File: config.mk
export PLATFORM = sky130hd
export DESIGN_NAME = sample_scheduler
export DESIGN_NICKNAME = d
export VERILOG_FILES = /design/src/rtl/sample_scheduler.sv
export SDC_FILE = /design/constraint.sdc
export NUM_CORES = 1
export LEC_CHECK = 0
export BUFFER_PORTS_ARGS = -buffer_cell sky130_fd_sc_hd__buf_2
export CAP_MARGIN = 20
export CORE_AREA = 4 4 101 141
export CTS_BUF_LIST = sky130_fd_sc_hd__clkbuf_8
export DETAILED_ROUTE_END_ITERATION = 8
export DIE_AREA = 0 0 105 145
export HOLD_SLACK_MARGIN = 0.02
export PLACE_DENSITY = 0.6
export SYNTH_ARGS = -nofsm -noshare
export SYNTH_HDL_FRONTEND = slang
export SYNTH_SLANG_ARGS = --single-unit
File: constraint.sdc
create_clock -name clk -period 1.71 [get_ports clk]
set_input_delay 0.0855 -clock clk [delete_from_list [all_inputs] [get_ports clk]]
set_output_delay 0.0855 -clock clk [all_outputs]
set_load 0.02 [all_outputs]
File: src/rtl/sample_scheduler.sv
// Head-of-pipeline sequencer: accepts a sample stream, walks it through the image
// in BIP order (z, then x, then y) and issues it with coordinates, flags and an idle gap.
module sample_scheduler #(
  parameter int DATA_WIDH = 20,
  parameter int XW        = 8,
  parameter int YW        = 8,
  parameter int ZW        = 8,
  parameter int GW        = 4
) (
  input  logic                 clk,
  input  logic                 rst_n,
  input  logic                 start_i,
  input  logic                 abort_i,
  input  logic [XW-1:0]        nx_i,
  input  logic [YW-1:0]        ny_i,
  input  logic [ZW-1:0]        nz_i,
  input  logic [GW-1:0]        gap_i,
  input  logic                 s_valid_i,
  input  logic [DATA_WIDH-1:0] s_data_i,
  output logic                 s_ready_o,
  output logic                 en_o,
  output logic [DATA_WIDH-1:0] data_o,
  output logic [XW-1:0]        x_o,
  output logic [YW-1:0]        y_o,
  output logic [ZW-1:0]        z_o,
  output logic                 first_x_o,
  output logic                 first_y_o,
  output logic                 first_z_o,
  output logic                 last_o,
  output logic                 busy_o,
  output logic                 done_o
);

  typedef enum logic [1:0] {IDLE, RUN, GAP, DONE} state_t;

  typedef struct packed {
    logic [XW-1:0] nx;
    logic [YW-1:0] ny;
    logic [ZW-1:0] nz;
    logic [GW-1:0] gap;
  } cfg_t;

  state_t        state, state_nx;
  cfg_t          cfg;
  logic [XW-1:0] x;
  logic [YW-1:0] y;
  logic [ZW-1:0] z;
  logic [GW-1:0] gcnt;
  logic          accept;
  logic          last_smp;

  // Ready decodes registered state only; abort drops any sample offered that cycle.
  assign s_ready_o = (state == RUN);
  assign busy_o    = (state != IDLE);
  assign accept    = s_valid_i & s_ready_o & ~abort_i;
  assign last_smp  = (x == cfg.nx) && (y == cfg.ny) && (z == cfg.nz);

  always_ff @(posedge clk or negedge rst_n) begin
    if (!rst_n) state <= IDLE;
    else        state <= state_nx;
  end

  always_comb begin
    state_nx = state;
    case (state)
      IDLE: if (start_i) state_nx = RUN;
      RUN: begin
        if (accept) begin
          if (last_smp)            state_nx = DONE;
          else if (cfg.gap != '0)  state_nx = GAP;
          else                     state_nx = RUN;
        end
      end
      GAP:  if (gcnt <= GW'(1)) state_nx = RUN;
      DONE: state_nx = IDLE;
      default: state_nx = IDLE;
    endcase
    if (abort_i) state_nx = IDLE;
  end

  always_ff @(posedge clk or negedge rst_n) begin
    if (!rst_n) begin
      cfg       <= '0;
      x         <= '0;
      y         <= '0;
      z         <= '0;
      gcnt      <= '0;
      en_o      <= 1'b0;
      done_o    <= 1'b0;
      data_o    <= '0;
      x_o       <= '0;
      y_o       <= '0;
      z_o       <= '0;
      first_x_o <= 1'b0;
      first_y_o <= 1'b0;
      first_z_o <= 1'b0;
      last_o    <= 1'b0;
    end else begin
      en_o   <= 1'b0;
      done_o <= 1'b0;
      if (abort_i) begin
        x    <= '0;
        y    <= '0;
        z    <= '0;
        gcnt <= '0;
      end else begin
        case (state)
          IDLE: begin
            if (start_i) begin
              cfg    <= '{nx: nx_i, ny: ny_i, nz: nz_i, gap: gap_i};
              x      <= '0;
              y      <= '0;
              z      <= '0;
              last_o <= 1'b0;
            end
          end
          RUN: begin
            if (accept) begin
              en_o      <= 1'b1;
              done_o    <= last_smp;
              data_o    <= s_data_i;
              x_o       <= x;
              y_o       <= y;
              z_o       <= z;
              first_x_o <= (x == '0);
              first_y_o <= (y == '0);
              first_z_o <= (z == '0);
              last_o    <= last_smp;
              gcnt      <= cfg.gap;
              // Counters stop on the final sample so they never pass the limits.
              if (!last_smp) begin
                if (z == cfg.nz) begin
                  z <= '0;
                  if (x == cfg.nx) begin
                    x <= '0;
                    y <= y + 1'b1;
                  end else begin
                    x <= x + 1'b1;
                  end
                end else begin
                  z <= z + 1'b1;
                end
              end
            end
          end
          GAP:     gcnt <= gcnt - 1'b1;
          default: ;
        endcase
      end
    end
  end

endmodule

### Word-level counts from Yosys, hierarchy flattened

Cells that the tools add are included.

* register bits after elaboration: 108
* bits in latches: 0
* bits in writable memories: 0
* ROM bits: 0
* output and inout bits: 52
* memories kept: 0

* $add $sub $neg: 4
* multipliers: 0
* divide/modulo/power cells: 0
* order comparisons: 1
* eq/ne operators: 14
* shifts and indexed selects: 0
* multiplexer cells: 37
* bitwise gates (word level): 3
* reductions and logical operators: 19

Operators by type and width (number)
* $mux W8: 15
* $pmux W8 S2: 3
* $add A8 B1 Y8 const B: 3
* $eq A8 B8 Y1: 3
* $logic_not A8 Y1: 3
* $mux W2: 6
* $ne A3 B2 Y1 const B: 3
* $ne A3 B3 Y1 const B: 3
* $reduce_and A3 Y1: 3
* $mux W1: 8
* $mux W4: 2
* $pmux W2 S4: 1
* $pmux W4 S2: 1
* $reduce_and A4 Y1: 2
* $reduce_and A6 Y1: 1
* $reduce_bool A3 Y1: 2
* $reduce_and A5 Y1: 1
* $eq A2 B2 Y1 const B: 2
* $le A4 B1 Y1 const B: 1
* $reduce_bool A2 Y1: 2
* $reduce_bool A4 Y1: 1
* $sub A4 B1 Y4 const B: 1
* $and A1 B1 Y1: 2
* $eq A2 B1 Y1 const B: 1
* other kinds (7): 8

### Depth between registers and ports, before layout

Gate-level depths: netlist of run 1.

* word-level depth: 7
* mapped depth: 8

### Worst setup path after synthesis of run 1

OpenSTA, ideal clock, no wires.

* path kind: flip-flop to flip-flop
* from: register state[1]
* to: register y[5]
* library setup time: 0.079 ns
* arrival: 1.918 ns
* required time: 1.631 ns
* path slack: -0.287 ns
* cell stages (with the launch flop): 7
* path buffers: 1
* clock period less this slack: 1.997 ns
* cells stage by stage: dfrtp_1 > clkbuf_1 > nor2b_1 > and2b_1 > nand2_1 > or4_1 > mux2i_1

* longest elaborated chain between the ends: 5

RTL lines
* start: declaration: line 43 `state_t state, state_nx;`
* start signal: assignment: line 60 `else state <= state_nx;`
* $eq A2 B1 Y1 *: line 53 `assign s_ready_o = (state == RUN);`
* via s_ready_o: line 20 `output logic s_ready_o,`
* $and A1 B1 Y1 (2 in a row): line 55 `assign accept = s_valid_i & s_ready_o & ~abort_i;`
* $ne A3 B2 Y1 (no line)
* $reduce_and A6 Y1 (no line)
* end signal: assignment: line 136 `y <= y + 1'b1;`
* end: declaration: line 46 `logic [YW-1:0] y;`

The timed path passes the listed nets; every way through them passes the cells marked *.
A chain may end at the register's enable or synchronous reset.

### Final worst setup path of run 1

* from: register x[3]
* to: register y[5]

* longest elaborated chain between the ends: 5

RTL lines
* start: declaration: line 45 `logic [XW-1:0] x;`
* start signal: assignment: line 138 `x <= x + 1'b1;`
* $eq A8 B8 Y1 *: line 56, 134
* $logic_and A1 B1 Y1 (2 in a row): line 56 `assign last_smp = (x == cfg.nx) && (y == cfg.ny) && (z == cfg.nz);`
* $ne A3 B3 Y1 (no line)
* $reduce_and A6 Y1 (no line) *

Every way passes the cells marked *; elsewhere a longest branch is shown, timed or not.

==> flow_metrics.py, run 1 <==
metrics = {
    "clock_network": {
        "cts_buffers": 9,
        "clock_path_buffers": 2,
        "cts_max_level": 3,
        "clk_latency_ps": 380,
        "clkSinkCount": 108,
        "cts_tree": "done",
        "root_buffer": "clkbuf_8",
        "path_clk_slew_ps": 100,
    },
    "outcome": {
        "violations": "setup timing",
        "outcome": "finished with violations",
    },
    "logic_synthesis": {
        "synthMuxAreaShare": 0.0741,
        "synthCells": 502,
        "ys.warnings.count": 0,
        "post-synth-top-area-fraction": 0.533,
        "synth_top_area_cell": "dfrtp_1",
        "synth_fa_ha_area_frac": 0.0198,
        "synth_top_family_by_area": "simple AND/OR/NAND/NOR gates",
        "syn_area_per_cell_sq_um": 10.1,
        "mappedNetlistArea_sq_um": 5070,
        "ys.flop_type": "dfrtp_1",
        "synth_nets": 563,
        "synth_cell_types": 54,
        "ys_seq_elements": 108,
        "yosys.area_share.simple": 0.197,
        "synth_xor_area_frac": 0.0415,
        "synth_compound_area_frac": 0.100,
        "postSynth.asyncResetShare": 1.00,
        "synthTopCellsByArea": "dfrtp_1 53%, nand2_1 9.6%, mux2_2 6.2%, xnor2_1 2.8%, o21ai_0 2.4%",
        "yosysSeqAreaShare": 0.533,
        "synth_edf_count": 0,
    },
    "cells_and_area": {
        "drive_gt1_frac": 0.349,
        "nFillCells": 1158,
        "area.growth.synth_to_final_pct": 40.3,
        "nets": 770,
        "antenna_cells": 0,
    },
    "power": {
        "p_sw_mw": 2.07,
        "power.density_nw_per_um2": 923,
        "ir_drop_mv": 0.440,
        "p_int_mw": 4.49,
        "clkPwrFrac": 0.235,
        "switching_share": 0.316,
        "share_seq_of_total_power": 0.494,
        "power.leakage_nw": 3.45,
        "p_comb_frac": 0.271,
    },
    "floorplanning": {
        "core_area_sq_um": 12900,
        "row_count": 49,
        "dieArea_sq_um": 15200,
        "start_util": 0.393,
        "ioPinCount": 105,
        "die_y_um": 145,
        "fp.dieW_um": 105,
    },
    "critical_path": {
        "critPathBufInv": 1,
        "critPathKind": "reg -> reg",
        "cp-start-kind": "flop",
        "cpLargestDelayFamily": "simple AND/OR/NAND/NOR gates",
        "critPathRequiredTime_ps": 2020,
        "crit_path_max_incr_delay_ps": 420,
        "crit_slowest_cell": "dfrtp_1",
        "cp_max_fo": 6,
        "crit_path_end_kind": "flop",
        "path_cells": "xor2_1 -> nor4_4 -> nand4bb_1 -> buf_4 -> or4_1 -> mux2i_1",
        "arrival_ps": 2310,
    },
    "timing": {
        "min_period_over_period": 1.17,
        "maxSlewViolCount": 0,
        "max_slew_margin": 0.678,
        "hold_ws_ps": 108,
        "clock_skew_ps": 10.3,
        "worst_slew_pin_slew_ps": 484,
        "hold_viol": 0,
        "tns_ps": -5450,
        "setup_viol": 28,
        "setup_slack_ps": -290,
        "fin_crit_ps": 2000,
        "rsz0062_at_grt": "yes",
        "fmax_mhz": 500,
    },
    "placement": {
        "globalplace.congestion": 0.858,
        "dp_hpwl_um": 9600,
        "port_buffers": 104,
    },
    "global_routing": {
        "grt_remaining_overflow": 0,
        "antenna_found_initial": 0,
        "track_usage": 0.177,
        "grt_max_degree": 46,
        "first_global_vias": 4493,
        "grt_first_pass_wirelength_um": 22200,
    },
    "drt": {
        "vias_per_cell": 5.06,
        "drc": 0,
        "num_vias": 4386,
        "routed.top_layer": "met4",
        "wire_per_inst_um": 15.2,
        "ant_nets": 0,
        "drt-met1-wl_um": 5420,
        "dr.pass1.iters": 4,
        "wl_met3_um": 571,
        "dr.first_iter.drc_count": 171,
        "wirelength_um": 13200,
        "met2_length_um": 6760,
    },
    "hold_path": {
        "hp-class": "in -> reg",
    },
    "run": {
        "drv_cap": 0,
    },
}
## worst min-delay path, stage by stage
cell and delay [ps]:
buf_2 110, nor2_1 100, a211o_1 120, a21oi_2 40
## cells in the final DEF (no fill, tap or decap), drive strengths merged, types with 4 or more instances in the layout
master and count:
inv 17, nor2 11, a41oi 5, ha 8
or4 5, nand2b 9, xor2 8, dlygate4sd3 50
buf 173, o22ai 5, xnor2 16, nand4 10
o211ai 4, o311ai 6, nand3 6, mux2 28
clkbuf 10, o21ai 25, nand2 129, and3 7
nor3 9, dfrtp 108, o31ai 4, a31oi 8
a21oi 8, or3 4, mux2i 6
## worst paths after layout
kind                       slack (ps)    endpoint  cells past startpoint        from
min in group asynchronous         180     cfg[19]                      2       rst_n
max                              -290        y[5]                      6        x[3]
min reg2reg                       470  data_o[12]                      2  data_o[12]
min                               110    state[0]                      4     start_i
max reg2reg                      -290        y[5]                      6        x[3]
max in group asynchronous         950   first_y_o                      3       rst_n
## repair_timing
item / in CTS / in global routing
pin swaps: 11 / 6
endpoints found under the hold margin: 93 / 0
setup endpoints to repair: 34 / 38
gates resized for setup: 15 / 11
setup buffers: 4 / 0
hold buffers: 50 / 0
## cells in the mapped netlist (5+ instances only)
library cell / count
a21oi_1: 8
a31oi_1: 8
a41oi_1: 5
and3_1: 5
buf_2: 10
clkbuf_1: 13
dfrtp_1: 108
ha_1: 8
inv_1: 16
mux2_2: 28
mux2i_1: 6
nand2_1: 129
nand2b_1: 9
nand3_1: 6
nand4_1: 10
nor2_1: 11
nor3_1: 9
o21ai_0: 24
o22ai_1: 5
or4_1: 5
xnor2_1: 16
xor2_1: 8
## kinds of logic (layout without fill, tap and decap cells)
group,count (synthesis),count (layout)
xor+xnor,24,24
fa+ha+maj,8,8
simple gates,208,208
mux,34,34
flops,108,108
compound gates,77,77
buf+inv,43,254
## through the flow
step	instances	power, mW	worst slack, ps	area [sq um]	utilization
CTS	866	6.65	-294	7060	0.548
global route	866	6.97	-407	7110	0.552
detailed placement	797	4.97	-325	6270	0.487
floorplan	502	4.34	-123	5180	-
finish	866	6.56	-290	7110	0.552
global placement	797	4.90	-318	6270	0.487
## metal layers
layer	up-vias	track usage
met5	-	0
met4	0	0.0749
met3	26	0.0293
met2	119	0.307
met1	2100	0.218
li1	2141	-
## layout make-up
cell class                      count  area [sq um]  area share
Sequential cell                   108          2700       0.380
Inverter                           16          60.1     0.00845
Clock inverter                      5          53.8     0.00757
Timing Repair Buffer              223          1590       0.224
Tap cell                          153           191      0.0269
Multi-Input combinational cell    351          2370       0.333
Clock buffer                       10           138      0.0194
## sequential cells by signal, indices dropped and copies added (netlist names), 2 cells and up
signal  flops
cfg        28
data_o     20
gcnt        4
state       2
x           8
x_o         8
y           8
y_o         8
z           8
z_o         8
## power groups by stage
stage	clock, mW	sequential (mW)	combinational (mW)
2_1_floorplan	0	3.50	0.834
3_3_place_gp	0	3.28	1.62
3_5_place_dp	0	3.31	1.66
4_1_cts	1.61	3.25	1.79
5_1_grt	1.72	3.30	1.95
6_report	1.54	3.24	1.78
Power figures use the tool's default switching activity.
==> inputs of run 2 (changes only) <==
--- a/config.mk
+++ b/config.mk
@@ -7,12 +7,12 @@
 export LEC_CHECK = 0
 export BUFFER_PORTS_ARGS = -buffer_cell sky130_fd_sc_hd__buf_2
 export CAP_MARGIN = 20
-export CORE_AREA = 4 4 101 141
+export CORE_AREA = 4 4 135 105
 export CTS_BUF_LIST = sky130_fd_sc_hd__clkbuf_8
 export DETAILED_ROUTE_END_ITERATION = 8
-export DIE_AREA = 0 0 105 145
+export DIE_AREA = 0 0 139 109
 export HOLD_SLACK_MARGIN = 0.02
-export PLACE_DENSITY = 0.6
+export PLACE_DENSITY = 0.61
 export SYNTH_ARGS = -nofsm -noshare
 export SYNTH_HDL_FRONTEND = slang
 export SYNTH_SLANG_ARGS = --single-unit
==> flow_metrics.py, run 2 (synthesized netlist as in run 1, its figures left out) <==
metrics = {
    "outcome": {
        "outcome": "finished with violations",
        "violations": "setup timing",
    },
    "critical_path": {
        "crit_slowest_cell": "dfrtp_1",
        "critPathKind": "reg -> reg",
        "cp-start-kind": "flop",
        "critPathBufInv": 1,
        "arrival_ps": 2290,
        "cp_max_fo": 6,
        "cpLargestDelayFamily": "simple AND/OR/NAND/NOR gates",
        "crit_path_max_incr_delay_ps": 420,
        "path_cells": "xor2_2 -> nor4_4 -> nand4bb_1 -> buf_4 -> or4_1 -> mux2i_1",
        "crit_path_end_kind": "flop",
        "critPathRequiredTime_ps": 2020,
        "ff2ff_setup_slack_ps": -270,
    },
    "cells_and_area": {
        "most-common-layout-cells": "126 x nand2_1, 107 x dfrtp_1, 103 x buf_2",
        "nFillCells": 1108,
        "fin_util": 0.568,
        "antenna_cells": 0,
        "nets": 769,
        "top_regs": "cfg (28), data_o (20)",
        "top_register": "cfg",
        "fin_area_sq_um": 7270,
        "drive_gt1_frac": 0.376,
        "final_common_cell": "nand2_1",
        "largest_register_ffs": 28,
        "fin_cells": 884,
        "area.growth.synth_to_final_pct": 43.5,
    },
    "placement": {
        "place_area_sq_um": 6260,
        "port_buffers": 104,
        "place_ws_ps": -333,
        "place_inst": 810,
        "globalplace.congestion": 0.857,
        "dp_hpwl_um": 9550,
    },
    "clock_network": {
        "cts_max_level": 3,
        "cts_tree": "done",
        "clock_path_buffers": 2,
        "cts_buffers": 9,
        "path_clk_slew_ps": 100,
        "root_buffer": "clkbuf_8",
        "clkSinkCount": 108,
        "clk_latency_ps": 380,
    },
    "power": {
        "power.density_nw_per_um2": 904,
        "ir_drop_mv": 0.399,
        "power.leakage_nw": 3.49,
        "power_mw": 6.57,
    },
    "timing": {
        "setup_viol": 28,
        "hold_ws_ps": 106,
        "fin_crit_ps": 1980,
        "tns_ps": -4230,
        "max_slew_margin": 0.681,
        "fmax_mhz": 505,
        "setup_slack_ps": -272,
        "min_period_over_period": 1.16,
        "maxSlewViolCount": 0,
        "hold_viol": 0,
        "clock_skew_ps": 9.09,
        "worst_slew_pin_slew_ps": 478,
        "rsz0062_at_grt": "yes",
    },
    "global_routing": {
        "antenna_found_initial": 0,
        "track_usage": 0.182,
        "grt_max_degree": 57,
        "first_global_vias": 4511,
        "grt_first_pass_wirelength_um": 22200,
        "grt_remaining_overflow": 0,
    },
    "drt": {
        "ant_nets": 0,
        "vias_per_cell": 5.04,
        "drc": 0,
        "dr.pass1.iters": 4,
        "wirelength_um": 13600,
        "wire_per_inst_um": 15.4,
        "dr.first_iter.drc_count": 284,
        "num_vias": 4457,
    },
    "floorplanning": {
        "fp.dieW_um": 139,
        "die_y_um": 109,
        "core_area_sq_um": 12800,
        "row_count": 36,
        "start_util": 0.396,
        "ioPinCount": 105,
        "dieArea_sq_um": 15200,
    },
    "hold_path": {
        "hp-class": "in -> reg",
    },
    "run": {
        "drv_cap": 0,
    },
}
==> run 2: changes by cell type in the layout (fill, tap and decap cells not counted), moves of 2 or more <==
cell	delta
buf_4	-4
buf_6	+3
xor2_1	-3
xor2_2	+3
a31oi_1	-2
a31oi_4	+2
clkinv_4	+2
clkinvlp_4	-2
inv_6	+2
o21ai_1	-2
o22ai_1	-2
o22ai_2	+2
==> run 2: worst paths after layout <==
kind | start | endpoint | cells past startpoint
worst max-delay path | x[1] | y[5] | 6
worst min-delay path | start_i | state[0] | 4
worst max register to register | x[1] | y[5] | 6
worst min register to register | y_o[2] | y_o[2] | 2
max in group asynchronous | rst_n | state[1] | 3
min in group asynchronous | rst_n | cfg[6] | 2
==> run 2: cell type report <==
class / count / area (sq um) / share of cell area
Sequential cell: 108 / 2700 / 0.372
Multi-Input combinational cell: 351 / 2520 / 0.346
Timing Repair Buffer: 222 / 1600 / 0.219
Tap cell: 171 / 214 / 0.0294
Clock buffer: 10 / 138 / 0.0189
Inverter: 16 / 60.1 / 0.00826
Clock inverter: 6 / 45.0 / 0.00619
==> run 2: layer usage <==
layer  vias up  routed length (um)  track usage
met5         -                   0            0
met4         0                 274       0.0566
met3        23                 830       0.0460
met2       137                6190        0.292
met1      2146                6320        0.247
li1       2151                   -            -
==> run 2: worst register-to-register path, cell delays in order, from the launching register on <==
cell       delay [ps]
dfrtp_1           420
xor2_2            190
nor4_4            330
nand4bb_1         220
buf_4             210
or4_1             400
mux2i_1           140
==> run 2: timing repair <==
item / 4_1_cts / 5_1_grt
setup buffers: 6 / 3
pin swaps: 18 / 12
setup endpoints to repair: 28 / 30
hold buffers: 50 / 0
gates resized for setup: 28 / 25
endpoints found under the hold margin: 82 / 0
==> run 2: report_power, final <==
group	switching (mW)	internal [mW]	total, mW
clock	0.898	0.581	1.48
sequential	0.292	2.97	3.26
combinational	0.992	0.841	1.83
total	2.18	4.39	6.57
